--- config.mk ---
export PLATFORM = sky130hd
export DESIGN_NAME = reg_file_wb
export DESIGN_NICKNAME = d
export VERILOG_FILES = /design/src/rtl/reg_file_wb.sv
export SDC_FILE = /design/constraint.sdc
export NUM_CORES = 1
export LEC_CHECK = 0
export CORE_UTILIZATION = 50
export CTS_BUF_LIST = sky130_fd_sc_hd__clkbuf_4 sky130_fd_sc_hd__clkbuf_8
export DETAILED_ROUTE_END_ITERATION = 7
export PLACE_DENSITY_LB_ADDON = 0.3
export SYNTH_ARGS = -nofsm -noshare
export SYNTH_HDL_FRONTEND = slang
export SYNTH_SLANG_ARGS = --single-unit
--- constraint.sdc ---
create_clock -name CLK -period 3.95 [get_ports CLK]
set_input_delay 0.79 -clock CLK [delete_from_list [all_inputs] [get_ports CLK]]
set_output_delay 0.79 -clock CLK [all_outputs]
set_load 0.02 [all_outputs]
--- src/rtl/reg_file_wb.sv ---
// reg_file_wb: 8x8 register file with a one-entry write-back buffer and read bypass
module reg_file_wb #(
    parameter int WIDTH = 8,
    parameter int DEPTH = 8,
    parameter int ADDR  = 3
) (
    input  logic             CLK,
    input  logic             RESET,
    input  logic             WRITEENABLE,
    input  logic [ADDR-1:0]  WRITEREG,
    input  logic [WIDTH-1:0] IN,
    input  logic [ADDR-1:0]  READREG1,
    input  logic [ADDR-1:0]  READREG2,
    output logic [WIDTH-1:0] OUT1,
    output logic [WIDTH-1:0] OUT2
);
    logic [WIDTH-1:0] regs_q [DEPTH];
    logic [WIDTH-1:0] regs_d [DEPTH];
    logic             pend_valid_q, pend_valid_d;
    logic [ADDR-1:0]  pend_addr_q, pend_addr_d;
    logic [WIDTH-1:0] pend_data_q, pend_data_d;

    // Next state: commit the buffered write to the array while capturing the new one
    always_comb begin
        regs_d = regs_q;
        if (pend_valid_q) regs_d[pend_addr_q] = pend_data_q;
        pend_valid_d = WRITEENABLE;
        pend_addr_d  = WRITEENABLE ? WRITEREG : pend_addr_q;
        pend_data_d  = WRITEENABLE ? IN : pend_data_q;
    end

    // State registers; reset clears everything and drops any pending write
    always_ff @(posedge CLK) begin
        if (!RESET) begin
            for (int i = 0; i < DEPTH; i++) regs_q[i] <= '0;
            pend_valid_q <= 1'b0;
            pend_addr_q  <= '0;
            pend_data_q  <= '0;
        end else begin
            regs_q       <= regs_d;
            pend_valid_q <= pend_valid_d;
            pend_addr_q  <= pend_addr_d;
            pend_data_q  <= pend_data_d;
        end
    end

    // Read ports: the buffered value wins over the array copy of the same register
    always_comb begin
        OUT1 = (pend_valid_q && pend_addr_q == READREG1) ? pend_data_q : regs_q[READREG1];
        OUT2 = (pend_valid_q && pend_addr_q == READREG2) ? pend_data_q : regs_q[READREG2];
    end
endmodule

==> results.md <==
Status:
- The flow ran to the end, and the final reports show no timing, DRC or antenna violations.

Synth:
- The number of nets in the synthesized netlist is 411.
- The total standard cell area after synthesis is 4330 um2.
- For this run, the register share of the synthesized area comes to 0.351.
- In the post-synthesis netlist, the biggest area contributors are sky130_fd_sc_hd__dfxtp_1 35%, sky130_fd_sc_hd__mux4_1 11%, sky130_fd_sc_hd__mux2i_1 8.1%.
- The number of register bits inferred by synthesis is 76.
- After technology mapping, the gate count stands at 391.
- The share of synthesized area in the top cell type comes to 0.351.
- The average instance in the mapped netlist occupies 11.1 um2.
- Synthesis instantiated 25 different standard cells from the library.
- The leading area contributor after synthesis is sky130_fd_sc_hd__dfxtp_1.
- The synthesis warning total is 0.

Cells and area:
- Compared with the post-synthesis result, the final layout area differs by 14.3%.
- The antenna cell count is 0.
- The area occupied by registers is 1520 um2.
- The top cell types in the final layout, fill and taps aside, are 80 x sky130_fd_sc_hd__nand2_1, 76 x sky130_fd_sc_hd__dfxtp_1, 40 x sky130_fd_sc_hd__a21boi_1.
- The commonest non-fill, non-tap cell in the layout is sky130_fd_sc_hd__nand2_1.
- Measured on the finished design, the core utilization comes to 0.597.
- At the end of the flow, the number of nets in the layout was around 430.
- The layout filler cell count is around 700.
- The multi-input combinational cells in the finished layout cover a total of 2600 um2.
- The post-route cell area is 4950 um2.
- The fraction of layout instances using a drive strength above 1 is 0.203.

Global routing:
- The maximum number of pins on one net before global-route repair is 77.
- For this run, the total global-route usage over all layers was measured as 0.241.
- The first global-routing pass estimated 15,900 um of wire.
- The number of global-route vias before repair is 3,009.
- The number of antenna violations at the first check in global routing is 0.
- The aggregate global routing overflow is 0.

Place:
- The final weighted congestion of routability-driven global placement is about 0.85.
- In this run the tool buffered the top-level ports with 35 buffer cells.
- The wire-length estimate of the detail-placed layout is 6800 um.
- The instance area at placement is 4740 um2.

Die:
- After floorplanning, the core was divided into 33 placement rows.
- The core box area is just over 8000 um2.
- The die width is 95.1 um.
- The top-level port count is 36.
- The die covers 9040 um2.
- The height of the chip is 95.1 um.
- For this configuration, the core starts out at a cell density of 0.522.

Critical path:
- The worst register-to-register path has a depth of 4.
- The logic depth of the worst setup path including buffers is 6.
- STA puts the critical path data required time at 3.16 ns.
- By instance count, the cell type seen most on the critical path is sky130_fd_sc_hd__clkdlybuf4s50_1.
- The count of buffering cells on the critical path with inverters included is 3.
- The signal arrival time at the worst endpoint is 3.12 ns.
- The worst-path maximum fanout is 17.
- The critical path goes through clkdlybuf4s50_1 -> buf_12 -> mux4_1 -> mux2_2 -> mux2_4 -> clkdlybuf4s50_1.
- For this run, the slowest stage of the critical path takes between 0.5 and 0.6 ns.
- The type of origin of the critical path is an input pin.
- The critical path is of the input pin to output port type.
- The largest delay contributor family on the critical path is buffers and inverters.
- The cell at the slowest stage of the critical path is sky130_fd_sc_hd__mux4_1.
- The critical path endpoint category is an output port.

Hold path:
- The tightest min-delay check is of the flop to flop type.
- The worst hold path was traced through 2 stages.

Power:
- Cell internal power was estimated by the tool at 1090 uW.
- IR analysis of the VDD net gives a maximum drop of 271 uV.
- The static leakage is between 0.002 and 0.0025 uW.
- The power density relative to cell area is 305 nW/um2.
- Of the total power, the share spent switching nets is 0.275.
- Of the total power, the clock network draws 0.370.
- The share of total power dissipated in sequential elements is 0.535.
- The power dissipated by switching net loads is 415 uW.
- The proportion of power drawn by combinational gates is 0.095.

Detailed routing:
- The via count normalized by instance count is 5.90.
- The first detailed-routing pass took 4 iterations.
- For this block, the initial DRC count from the detailed router was 153.
- After detailed routing, the number of remaining DRC violations is 0.
- The routed wirelength normalized by instance count is 19.0 um.
- The final layout contains routed wiring with a total length of between 9000 and 10,000 um.
- The detail route stage leaves a number of antenna-violating nets equal to 0.
- The via count is 3,091.

CTS:
- TritonCTS built the clock tree.
- CTS saw 76 sinks.
- TritonCTS created 9 clock buffers.
- The CTS H-tree depth is 3.
- The buffer depth of the longest clock path is 2.
- At the later pin of the worst-skew pair, clock insertion delay measures 0.37 ns.
- The clock transition time at the flip-flop clock pins of the worst setup and hold paths is approximately 0.080 ns.
- Clock tree synthesis selected as its root buffer the cell sky130_fd_sc_hd__clkbuf_8.
- The number of setup buffers added after CTS is 0.

Timing:
- The clock arrives with roughly 0.017 ns of skew.
- Adding up every negative setup slack in the final design gives 0 ns.
- The max-slew violation count is 0.
- The number of endpoints with negative hold slack in the final report came to 0.
- In this run the tightest slew margin relative to its limit is 0.289.
- The worst hold-check slack is 0.469 ns.
- The worst path in the final design needs a cycle of 3.91 ns, including I/O delays and setup.
- The actual slew at the worst max-slew pin is 1.07 ns.
- The number of setup violations in the final report is 0.
- Derived from the worst setup path, the maximum achievable clock frequency is 256 MHz.
- Dividing the final minimum period by the clock period gives 0.989.
- Setup repair after global routing left no endpoint under its margin.

Flow run:
- The tool flagged a number of max-cap violations equal to 0.
## area by class of cell
type                    instances  area share
well taps                     105      0.0265
flip-flops and latches         76       0.307
multi-input cells             276       0.525
clock inverters                 7      0.0119
clock buffers                   9      0.0250
repair buffers                 51       0.105
## synthesized netlist by cell type (all sizes together)
cell type	number
nand2	80
dfxtp	76
a21boi	40
mux2i	35
nor2b	35
mux2	32
mux4	32
clkbuf	21
buf	18
xnor2	6
and4b	3
nand4	3
nand4b	3
nor4bb	3
and2	1
and4	1
nor4b	1
or4b	1
## power groups by stage
| stage | Combinational [uW] | Sequential [uW] | Clock (uW) |
|---|---|---|---|
| floorplan | 120 | 800 | 0 |
| detailed placement | 145 | 825 | 0 |
| global placement | 143 | 824 | 0 |
| finish | 143 | 808 | 558 |
| CTS | 145 | 807 | 573 |
| global route | 153 | 811 | 599 |
## flip-flops by register name (all words and copies together) (netlist names)
name,flops
pend_data_q,8
pend_addr_q,3
pend_valid_q,1
regs_q,64
## final timing paths
check / to / slack [ns] / start
setup reg to reg: regs_q[45]$_SDFFE_PN0P_ / 1.98 / pend_addr_q[1]$_SDFFE_PN0P_
setup / recovery: OUT1[5] / 0.04 / READREG1[0]
hold reg to reg: regs_q[60]$_SDFFE_PN0P_ / 0.47 / regs_q[60]$_SDFFE_PN0P_
hold / removal: regs_q[60]$_SDFFE_PN0P_ / 0.47 / regs_q[60]$_SDFFE_PN0P_
## worst reg2reg max path, cell delays in order (launching register included)
cell and delay (ns):
sky130_fd_sc_hd__dfxtp_1 0.70, sky130_fd_sc_hd__nor4bb_2 0.63, sky130_fd_sc_hd__buf_4 0.28, sky130_fd_sc_hd__mux2i_1 0.21, sky130_fd_sc_hd__nor2b_1 0.06
## cell families after synthesis
logic type,share of synthesized area
AND/OR/NAND/NOR,0.156
multiplexers,0.358
flip-flops,0.351
AO/OA/AOI/OAI,0.0693
buffers and inverters,0.0531
XOR/XNOR,0.0121
## timing repair
item | in CTS | in global routing
endpoints found under the setup margin | 0 | 11
resized for setup | 0 | 11
hold buffers | 0 | 0
## layer usage
| layer | track usage | wire [um] |
|---|---|---|
| met2 | 0.392 | 4820 |
| met1 | 0.302 | 4110 |
| met4 | 0.126 | 381 |
| met3 | 0.0494 | 671 |
| met5 | 0 | 0 |
## stage by stage
stage	worst slack (ns)	std cells	total power (uW)
floorplan	1.08	391	919
global placement	0.00232	508	967
detailed placement	0.00572	508	970
CTS	0.00572	524	1530
global route	0.0142	524	1560
finish	0.0439	524	1510
(Power assumes the default switching activity.)
